--- src/rtl/matrix_feeder_if.sv ---
// matrix_feeder_if: operand/result handshake bus between the feeder and the 2x2 multiplier.
interface matrix_feeder_if;
    logic [31:0] output_A11, output_A12, output_A21, output_A22;
    logic [31:0] output_B11, output_B12, output_B21, output_B22;
    logic        output_Stable;
    logic        output_C_Ack;
    logic        input_AB_Ack;
    logic        input_Stable;
    logic        input_Free;
    logic [31:0] input_C11, input_C12, input_C21, input_C22;

    modport master (
        output output_A11, output_A12, output_A21, output_A22,
        output output_B11, output_B12, output_B21, output_B22,
        output output_Stable, output_C_Ack,
        input  input_AB_Ack, input_Stable, input_Free,
        input  input_C11, input_C12, input_C21, input_C22
    );

    modport slave (
        input  output_A11, output_A12, output_A21, output_A22,
        input  output_B11, output_B12, output_B21, output_B22,
        input  output_Stable, output_C_Ack,
        output input_AB_Ack, input_Stable, input_Free,
        output input_C11, input_C12, input_C21, input_C22
    );
endinterface

--- src/rtl/matrix_feeder.sv ---
// matrix_feeder: host operand bank and handshake sequencer for an external 2x2 FP matrix multiplier.
module matrix_feeder #(
    parameter logic [15:0] TIMEOUT = 16'd1000
) (
    input  logic            input_Clk,
    input  logic            input_Reset,
    input  logic            input_Wr_En,
    input  logic [2:0]      input_Wr_Addr,
    input  logic [31:0]     input_Wr_Data,
    input  logic            input_Start,
    input  logic            input_Done_Ack,
    output logic            output_Busy,
    output logic            output_Done,
    output logic            output_Error,
    output logic [15:0]     output_Latency,
    output logic [31:0]     output_R11,
    output logic [31:0]     output_R12,
    output logic [31:0]     output_R21,
    output logic [31:0]     output_R22,
    matrix_feeder_if.master mul
);
    typedef enum logic [2:0] {IDLE, REQ, WAIT_RES, ACK, DONE} state_t;

    state_t      r_state, w_next;
    logic [31:0] r_bank [8];
    logic [31:0] r_res [4];
    logic        r_stable, r_c_ack, r_done, r_err;
    logic [15:0] r_lat;
    logic        w_run, w_start, w_exit, w_timeout;

    always_comb begin
        w_run     = (r_state == REQ) || (r_state == WAIT_RES);
        w_start   = (r_state == IDLE) && input_Start && mul.input_Free;
        w_exit    = (r_state == REQ) ? mul.input_AB_Ack : (r_state == WAIT_RES) && mul.input_Stable;
        w_timeout = w_run && !w_exit && (r_lat == TIMEOUT);
        w_next    = r_state;
        case (r_state)
            IDLE:     w_next = w_start ? REQ : IDLE;
            REQ:      w_next = w_exit ? WAIT_RES : w_timeout ? DONE : REQ;
            WAIT_RES: w_next = w_exit ? ACK : w_timeout ? DONE : WAIT_RES;
            ACK:      w_next = (mul.input_Free && !mul.input_Stable) ? DONE : ACK;
            DONE:     w_next = input_Done_Ack ? IDLE : DONE;
            default:  w_next = IDLE;
        endcase
    end

    // handshake levels are registered from the next state so each is a clean flop output
    always_ff @(posedge input_Clk) begin
        if (input_Reset) begin
            r_state  <= IDLE;
            r_stable <= 1'b0;
            r_c_ack  <= 1'b0;
            r_done   <= 1'b0;
            r_err    <= 1'b0;
            r_lat    <= '0;
            for (int i = 0; i < 8; i++) r_bank[i] <= '0;
            for (int i = 0; i < 4; i++) r_res[i] <= '0;
        end else begin
            r_state  <= w_next;
            r_stable <= w_next == REQ;
            r_c_ack  <= w_next == ACK;
            r_done   <= w_next == DONE;
            if (r_state == IDLE && input_Wr_En) r_bank[input_Wr_Addr] <= input_Wr_Data;
            if (w_start) begin
                r_lat <= '0;
                r_err <= 1'b0;
            end else if (w_run && !w_timeout) begin
                r_lat <= r_lat + {15'd0, r_lat != 16'hFFFF};
            end
            if (w_timeout) r_err <= 1'b1;
            if (r_state == WAIT_RES && mul.input_Stable) begin
                r_res[0] <= mul.input_C11;
                r_res[1] <= mul.input_C12;
                r_res[2] <= mul.input_C21;
                r_res[3] <= mul.input_C22;
            end
        end
    end

    assign output_Busy       = r_state != IDLE;
    assign output_Done       = r_done;
    assign output_Error      = r_err;
    assign output_Latency    = r_lat;
    assign output_R11        = r_res[0];
    assign output_R12        = r_res[1];
    assign output_R21        = r_res[2];
    assign output_R22        = r_res[3];
    assign mul.output_Stable = r_stable;
    assign mul.output_C_Ack  = r_c_ack;
    assign mul.output_A11    = r_bank[0];
    assign mul.output_A12    = r_bank[1];
    assign mul.output_A21    = r_bank[2];
    assign mul.output_A22    = r_bank[3];
    assign mul.output_B11    = r_bank[4];
    assign mul.output_B12    = r_bank[5];
    assign mul.output_B21    = r_bank[6];
    assign mul.output_B22    = r_bank[7];
endmodule

--- src/flat_wrapper.sv ---
// flat-port wrapper written by rule: the top's interface ports become plain ports
module matrix_feeder_flat 
#(
    parameter logic [15:0] TIMEOUT = 16'd1000
)
  (input_Clk, input_Reset, input_Wr_En, input_Wr_Addr, input_Wr_Data, input_Start, input_Done_Ack, output_Busy, output_Done, output_Error, output_Latency, output_R11, output_R12, output_R21, output_R22, mul_output_A11, mul_output_A12, mul_output_A21, mul_output_A22, mul_output_B11, mul_output_B12, mul_output_B21, mul_output_B22, mul_output_Stable, mul_output_C_Ack, mul_input_AB_Ack, mul_input_Stable, mul_input_Free, mul_input_C11, mul_input_C12, mul_input_C21, mul_input_C22);
  matrix_feeder_if mul_i ();
  input  logic input_Clk;
  input  logic input_Reset;
  input  logic input_Wr_En;
  input  logic [2:0] input_Wr_Addr;
  input  logic [31:0] input_Wr_Data;
  input  logic input_Start;
  input  logic input_Done_Ack;
  output logic output_Busy;
  output logic output_Done;
  output logic output_Error;
  output logic [15:0] output_Latency;
  output logic [31:0] output_R11;
  output logic [31:0] output_R12;
  output logic [31:0] output_R21;
  output logic [31:0] output_R22;
  output wire logic [$bits(mul_i.output_A11)-1:0] mul_output_A11;
  output wire logic [$bits(mul_i.output_A12)-1:0] mul_output_A12;
  output wire logic [$bits(mul_i.output_A21)-1:0] mul_output_A21;
  output wire logic [$bits(mul_i.output_A22)-1:0] mul_output_A22;
  output wire logic [$bits(mul_i.output_B11)-1:0] mul_output_B11;
  output wire logic [$bits(mul_i.output_B12)-1:0] mul_output_B12;
  output wire logic [$bits(mul_i.output_B21)-1:0] mul_output_B21;
  output wire logic [$bits(mul_i.output_B22)-1:0] mul_output_B22;
  output wire logic [$bits(mul_i.output_Stable)-1:0] mul_output_Stable;
  output wire logic [$bits(mul_i.output_C_Ack)-1:0] mul_output_C_Ack;
  input wire logic [$bits(mul_i.input_AB_Ack)-1:0] mul_input_AB_Ack;
  input wire logic [$bits(mul_i.input_Stable)-1:0] mul_input_Stable;
  input wire logic [$bits(mul_i.input_Free)-1:0] mul_input_Free;
  input wire logic [$bits(mul_i.input_C11)-1:0] mul_input_C11;
  input wire logic [$bits(mul_i.input_C12)-1:0] mul_input_C12;
  input wire logic [$bits(mul_i.input_C21)-1:0] mul_input_C21;
  input wire logic [$bits(mul_i.input_C22)-1:0] mul_input_C22;
  assign mul_output_A11 = mul_i.output_A11;
  assign mul_output_A12 = mul_i.output_A12;
  assign mul_output_A21 = mul_i.output_A21;
  assign mul_output_A22 = mul_i.output_A22;
  assign mul_output_B11 = mul_i.output_B11;
  assign mul_output_B12 = mul_i.output_B12;
  assign mul_output_B21 = mul_i.output_B21;
  assign mul_output_B22 = mul_i.output_B22;
  assign mul_output_Stable = mul_i.output_Stable;
  assign mul_output_C_Ack = mul_i.output_C_Ack;
  assign mul_i.input_AB_Ack = mul_input_AB_Ack;
  assign mul_i.input_Stable = mul_input_Stable;
  assign mul_i.input_Free = mul_input_Free;
  assign mul_i.input_C11 = mul_input_C11;
  assign mul_i.input_C12 = mul_input_C12;
  assign mul_i.input_C21 = mul_input_C21;
  assign mul_i.input_C22 = mul_input_C22;
  matrix_feeder #(.TIMEOUT(TIMEOUT)) u_core (.input_Clk(input_Clk), .input_Reset(input_Reset), .input_Wr_En(input_Wr_En), .input_Wr_Addr(input_Wr_Addr), .input_Wr_Data(input_Wr_Data), .input_Start(input_Start), .input_Done_Ack(input_Done_Ack), .output_Busy(output_Busy), .output_Done(output_Done), .output_Error(output_Error), .output_Latency(output_Latency), .output_R11(output_R11), .output_R12(output_R12), .output_R21(output_R21), .output_R22(output_R22), .mul(mul_i));
endmodule
--- config.mk ---
export PLATFORM = sky130hd
export DESIGN_NAME = matrix_feeder_flat
export DESIGN_NICKNAME = d
export VERILOG_FILES = /design/src/rtl/matrix_feeder_if.sv /design/src/rtl/matrix_feeder.sv /design/src/flat_wrapper.sv
export SDC_FILE = /design/constraint.sdc
export NUM_CORES = 1
export LEC_CHECK = 0
export ABC_AREA = 0
export CORE_AREA = 2 2 224 226
export CTS_BUF_LIST = sky130_fd_sc_hd__clkbuf_8 sky130_fd_sc_hd__clkbuf_16
export DETAILED_ROUTE_END_ITERATION = 10
export DIE_AREA = 0 0 226 228
export PLACE_DENSITY_LB_ADDON = 0.2
export SYNTH_ARGS = -nofsm -noshare
export SYNTH_HDL_FRONTEND = slang
export SYNTH_SLANG_ARGS = --single-unit
--- constraint.sdc ---
create_clock -name input_Clk -period 10.3 [get_ports input_Clk]
set_input_delay 2.06 -clock input_Clk [delete_from_list [all_inputs] [get_ports input_Clk]]
set_output_delay 2.06 -clock input_Clk [all_outputs]
set_load 0.02 [all_outputs]
# == After elaboration in Yosys (flattened, before gate mapping) ==
# Memories as Yosys holds them, arrays and structs flattened.
# Index checks and enable logic that the tools add are counted.
# classes
muxes,26
order_cmp,0
bitwise,4
n_eq_ne,9
n_shift,0
addsub,1
reduce_logical,17
n_div,0
multipliers,0
# ops
cell,count
two-way mux 32 bit,5
OR reduction 32 bit,1
two-way mux 3 bit,7
adder 16 x 1 -> 16 bit,1
"== test 16 x 10 -> 1 bit, second input constant",1
"!= test 16 bit, second input constant",1
case mux 3 bit (5 select lines),1
two-way mux 1 bit,13
"== test 3 x 2 -> 1 bit, second input constant",3
logical AND 1 bit,8
"== test 3 x 1 -> 1 bit, second input constant",2
"== test 3 bit, second input constant",2
OR 1 bit,4
logical NOT 1 bit,3
logical NOT 3 bit,1
nonzero test 3 bit,1
nonzero test 2 bit,1
OR reduction 2 bit,1
logical OR 1 bit,1
# totals
ram_bits,384
n_memories,2
elab_cells,65
register_bits,23
in_bits,171
mem_bits_ro,0
latch_bits,0
# mem_list
memory,depth,width,rd,rd_clocked_by_memory_dff,write_ports,line,source
u_core.r_bank,8,32,8,0,8,matrix_feeder.sv:25,logic [31:0] r_bank [8];
u_core.r_res,4,32,4,0,4,matrix_feeder.sv:26,logic [31:0] r_res [4];

# == Longest topological paths before layout ==
# Gate-level depths: netlist (run 1).
# depth
depth_word,10
mapped_depth,9

# == Worst setup path before layout (run 1) ==
# OpenSTA, ideal clock, no wires.
# synth_path
path_type,input -> register
startpoint,in input_Reset
endpoint,mem u_core.r_res[0][0] (enable)
stages,3
path_slack_ns,4.117
n_path_buf,2
arrival_time_ns,5.673
path_cell_list,clkbuf_1 -> clkbuf_1 -> nand2b_1
# synth_rtl
item,line,source
"start, declared",flat_wrapper.sv:9,input logic input_Reset;
"end, declared",matrix_feeder.sv:26,

==> metrics.md, run 1 <==
| Metric | Value |
|---|---|
| Status | completed |
| Relative slew slack | 0.3248 |
| Minimum clock period | 4.382 ns |
| Clock sinks | 407 |
| Critical-path cell list | clkdlybuf4s50_1 > buf_4 > nand4b_1 > nor2_4 > or2_2 |
| Inserted Clock Buffers | 46 |
| Skew final | 0.01040 ns |
| Largest net degree at the start of global routing | 129 |
| Die width | 226 um |
| Pwr dens | 166.8 nW/um^2 |
| Longest Clk Path Bufs | 3 |
| Vias in the first global route | 10007 |
| Worst setup margin | 5.918 ns |
| Overall power | 3.898 mW |
| Fin Setup TNS | 0 ns |
| Clock-pin slew on the worst setup and hold paths | 0.06 ns |
| Max Transition Viols Final | 0 |
| Cell variety after synth | 43 |
| FFs w/ async S/R, synth | 0 |
| Overflow left after global routing | 0 |
| Setup bufs post-CTS | 0 |
| CTS tree | yes |
| Initial Util | 0.3122 |
| Min-delay worst type | reg2reg |
| CTS Hold Buffers Added | 0 |
| Synth Area per Inst | 15.85 um^2 |
| Register area | 11990 um^2 |
| CP Data Required Time | 10.48 ns |
| Finished Layout Cells | 2263 |
| Critical path endpoint category | flip-flop |
| Yosys top cell area share | 0.7484 |
| Worst VDD drop | 132.5 uV |
| Layout cells sized above 1 | 0.05849 |
| Worst setup SP type | primary input |
| Area Growth Syn to Fin | 51.65% |
| Worst-Skew Late Latency | 0.56 ns |
| Worst-path maximum fanout | 33 |
| First-pass DRT Iterations | 5 |
| Static Leak | 8.509 nW |
| Post-synth EDFFs | 384 |
| Worst Max-Slew Pin Slew | 1.013 ns |
| CP peak stage delay | 0.80 ns |
| Synth top area cells | edfxtp_1, and2_1, dfxtp_1 |
| DR iter-0 viols | 557 |
| Gr usage total | 0.1899 |
| FILL cells | 4386 |
| Crit path from | input_Reset |
| Die area | 51530 um^2 |
| Average wire per standard cell | 22.15 um |
| Setup WS pre-CTS | 5.281 ns |
| Residual DRC | 0 |
| Crit Path Class | in2reg |
| Vias per cell | 4.423 |
| Synth warn | 0 |
| Maxcap violations | 0 |
| R2R Path Start | u_core.r_state[2] |
| Cells after synthesis | 972 |
| RSZ-0062 raised after global routing | no |
| Die Y | 228 um |
| WHS | 0.4537 ns |
| DR vias | 10009 |
| Placed insts | 2182 |
| CP top delay family | simple AND/OR/NAND/NOR gates |
| IO Count | 576 |
| Post-CTS resize count | 0 |
| Final nets | 1731 |
| IO Port Bufs | 575 |
| First-pass GRT wire length | 70050 um |
| Syn Nets | 1145 |
| Max frequency | 228.2 MHz |
| Setup violators final | 0 |
| Sequential element share of the synthesized area | 0.7782 |
| Synthesis-stage register bit count | 407 |
| Buf+Inv Stages, Crit Path | 2 |
| Cell Area, Synth | 15410 um^2 |
| Area of the multi-input gates | 3258 um^2 |
| Area leader, netlist | edfxtp_1 |
| Initial antenna violation count | 5 |
| Ys flop type | edfxtp_1 |
| Min-delay src | u_core.output_Error |
| Worst path slowest cell | or2_2 |
| Row count | 82 |
| Htree depth | 2 |
| Hpwl dp | 36270 um |
| Crit path arrival time | 4.57 ns |
| Clk root buf | clkbuf_16 |
| Routed WL | 50140 um |
| Core ar. | 49350 um^2 |
| Final ANT Viol Nets | 0 |
| Gpl congestion | 0.8242 |
| Final hold viol count | 0 |
| Post-route clock period utilization | 0.4255 |
Yosys cell counts, types with 2 or more instances:
cell type / n
a21oi_1: 12
nand4_1: 6
buf_2: 2
clkbuf_1: 42
a211o_1: 2
o21ai_0: 10
dfxtp_1: 23
nor3_1: 5
nand3b_1: 2
or4_1: 3
mux2i_1: 3
or2_2: 8
nand2_1: 14
or3_1: 8
a31oi_1: 3
xnor2_1: 3
and4_1: 2
nor2_1: 11
nand2b_1: 7
nor2b_1: 2
nand4bb_1: 2
o31ai_1: 2
and2_1: 384
edfxtp_1: 384
nor4_1: 4
nand3_1: 5
ha_1: 2
inv_1: 6
routing by layer:
metal,up-vias,GRT usage,routed length (um)
met1,4868,0.2187,19070
li1,4604,-,-
met2,449,0.3237,24650
met5,-,0,69
met3,78,0.07651,5049
met4,10,0.05526,1298
where the power goes:
group / internal (mW) / total [mW] / switching, mW / leakage, nW
sequential: 1.88 / 1.91 / 0.0280 / 4.17
clock: 0.922 / 1.57 / 0.652 / 0.744
combinational: 0.188 / 0.412 / 0.224 / 3.60
worst paths after layout:
path,to,slack [ns],depth (start not counted)
worst max-delay path,u_core.r_bank[5][3],5.92,5
worst min-delay path,u_core.output_Error,0.45,2
worst max register to register,u_core.r_bank[5][3],6.95,4
worst min register to register,u_core.output_Error,0.45,2
per-stage QoR:
step | utilization | cell area (um^2)
after global placement | 0.4445 | 21940
after CTS | 0.4735 | 23360
after floorplan | - | 15410
after global routing | 0.4735 | 23360
final | 0.4735 | 23370
after detailed placement | 0.4445 | 21940
placed cells by master, fill, tap and decap left out, drive strengths merged, types with 4 or more instances in the layout:
cell type	count
inv	18
nor4	4
clkbuf	47
o21ai	10
nor2	11
and2	384
clkdlybuf4s50	575
nand3	5
xnor2	4
or3	8
dfxtp	23
clkinv	15
nor3	6
or2	8
bufinv	4
nand2b	7
nand2	14
a21oi	12
nand4	6
edfxtp	384
buf	9
state kept, by name (all words and copies together), names as in the netlist:
name,cells
u_core.mul.output_C_Ack,1
u_core.mul.output_Stable,1
u_core.output_Done,1
u_core.output_Error,1
u_core.output_Latency,16
u_core.r_bank,256
u_core.r_res,128
u_core.r_state,3
cell families after synthesis:
kind of cell	share of synthesized area
flops	0.7782
buf+inv	0.01356
fa+ha+maj	0.001624
simple gates	0.1880
compound gates	0.01332
mux	0.001949
xor+xnor	0.003330
area by class of cell:
type	instances	area share
Antenna cell	1	0.0001071
Clock buffer	47	0.05033
Clock inverter	33	0.01082
Inverter	6	0.0009638
Multi-Input combinational cell	513	0.1394
Sequential cell	407	0.5132
Tap cell	672	0.03598
Timing Repair Buffer	584	0.2492
worst reg2reg max path: stages (launching register included):
cell and delay [ns]:
dfxtp_1 0.47, nor3_2 0.60, nand4b_1 0.44, nor2_4 0.65
or2_2 0.80
Note: power is estimated with default switching activity, not from simulation.
==> run 2: changes to the inputs <==
==> constraint.sdc (replaced) <==
create_clock -name input_Clk -period 3.53 [get_ports input_Clk]
set_input_delay 0.706 -clock input_Clk [delete_from_list [all_inputs] [get_ports input_Clk]]
set_output_delay 0.706 -clock input_Clk [all_outputs]
set_load 0.02 [all_outputs]
==> metrics.md, run 2 (synthesized netlist as in run 1, its figures left out) <==
| Metric | Value |
|---|---|
| Critical-path cell list | nor3_2 > inv_1 > clkdlybuf4s50_1 |
| Most frequent cells in the layout | clkdlybuf4s50_1, and2_1, edfxtp_1 |
| Worst Max-Slew Pin Slew | 0.7209 ns |
| Largest register FFs | 256 |
| Vias in the first global route | 10033 |
| Die area | 51530 um^2 |
| Minimum clock period | 2.990 ns |
| Initial antenna violation count | 5 |
| Crit path arrival time | 2.28 ns |
| Overall power | 11.49 mW |
| Routed WL | 50150 um |
| Critical path endpoint category | primary output |
| R2R Path Start | u_core.r_state[2] |
| CTS tree | yes |
| Internal Power | 8.829 mW |
| Layout cells sized above 1 | 0.06542 |
| Min-delay src | u_core.output_Error |
| Overflow left after global routing | 0 |
| Crit Path Class | reg2out |
| Switching pwr | 2.658 mW |
| Clock sinks | 407 |
| Setup violators final | 0 |
| Final core occ | 0.4781 |
| RSZ-0062 raised after global routing | no |
| Static Leak | 8.622 nW |
| Worst-Skew Late Latency | 0.58 ns |
| Worst setup SP type | flip-flop |
| Status | completed |
| Comb power frac | 0.108 |
| Inserted Clock Buffers | 45 |
| Crit path from | u_core.r_state[2] |
| CP peak stage delay | 0.59 ns |
| Worst VDD drop | 321.3 uV |
| Clk root buf | clkbuf_16 |
| CP Data Required Time | 2.82 ns |
| Relative slew slack | 0.5172 |
| Max Transition Viols Final | 0 |
| Setup bufs post-CTS | 0 |
| Skew final | 0.02301 ns |
| IO Port Bufs | 575 |
| Post-CTS resize count | 0 |
| Gr usage total | 0.1904 |
| CP top delay family | buffers and inverters |
| Vias per cell | 4.383 |
| Final nets | 1743 |
| Maxcap violations | 0 |
| CTS Hold Buffers Added | 0 |
| FILL cells | 4344 |
| DR iter-0 viols | 757 |
| Final ANT Viol Nets | 0 |
| Row count | 82 |
| Min-delay worst type | reg2reg |
| First-pass DRT Iterations | 5 |
| IO Count | 576 |
| Die Y | 228 um |
| Net Sw Frac | 0.2314 |
| Hpwl dp | 37230 um |
| Gpl congestion | 0.8279 |
| Htree depth | 2 |
| Buf+Inv Stages, Crit Path | 2 |
| Residual DRC | 0 |
| Max frequency | 334.5 MHz |
| Clk pwr share | 0.408 |
| Worst-path maximum fanout | 16 |
| Worst path slowest cell | clkdlybuf4s50_1 |
| Worst setup margin | 0.5405 ns |
| Die width | 226 um |
| Initial Util | 0.3122 |
| Longest Clk Path Bufs | 3 |
| Fin Setup TNS | 0 ns |
| Core ar. | 49350 um^2 |
| Final hold viol count | 0 |
| Setup WS pre-CTS | 0.8037 ns |
| Clock-pin slew on the worst setup and hold paths | 0.06 ns |
| Area Growth Syn to Fin | 53.14% |
| Largest net degree at the start of global routing | 129 |
| Commonest non-fill, non-tap cell in the layout | clkdlybuf4s50_1 |
| First-pass GRT wire length | 70640 um |
| Sequential Power Share | 0.484 |
| DR vias | 9993 |
| Most flops, register | u_core.r_bank |
| Average wire per standard cell | 22.00 um |
| Pwr dens | 486.8 nW/um^2 |
| Dpl cell area | 22120 um^2 |
| Finished Cell Area | 23600 um^2 |
| Post-route clock period utilization | 0.8469 |
## run 2: worst reg2reg max path: stages (launching register included)
cell and delay [ns]:
dfxtp_1 0.46, nor3_2 0.55, nand4b_1 0.36, nor3_2 0.22
or2_2 0.25, buf_4 0.38
## run 2: area by class of cell
cell class                      instances  area [um^2]  area share
Antenna cell                            3        7.507   0.0003182
Multi-Input combinational cell        513         3248      0.1377
Timing Repair Buffer                  597         6021      0.2552
Tap cell                              672        840.8     0.03563
Clock buffer                           45         1126     0.04772
Sequential cell                       407        11990      0.5082
Inverter                                6        22.52   0.0009545
Clock inverter                         37        339.1     0.01437
## run 2: stage by stage
stage / std cells / hold WS (ns)
5_1_grt: 2280 / 0.5302
3_3_place_gp: 2195 / 0.4955
2_1_floorplan: 972 / 0.5374
4_1_cts: 2277 / 0.5091
6_report: 2280 / 0.5015
3_5_place_dp: 2195 / 0.4864
## run 2: path summary, 6_finish.rpt
| path | to | slack, ns | cells after the start |
|---|---|---|---|
| hold / removal | u_core.output_Error | 0.50 | 2 |
| hold reg to reg | u_core.output_Error | 0.50 | 2 |
| setup / recovery | output_Busy | 0.54 | 3 |
| setup reg to reg | u_core.r_bank[1][20] | 0.95 | 5 |
## run 2: power by group through the flow
stage	registers [mW]	logic, mW	clock network, mW
floorplan	5.94	0.167	0
global placement	5.66	1.25	0
detailed placement	5.67	1.25	0
CTS	5.57	1.26	4.79
global route	5.58	1.30	4.96
finish	5.56	1.24	4.69
## run 2: per-layer routing
metal / wire length, um / GRT usage / vias up
li1: - / - / 4631
met1: 18760 / 0.2170 / 4844
met3: 5188 / 0.07921 / 81
met2: 24910 / 0.3239 / 433
met4: 1268 / 0.05795 / 4
met5: 27 / 0 / -
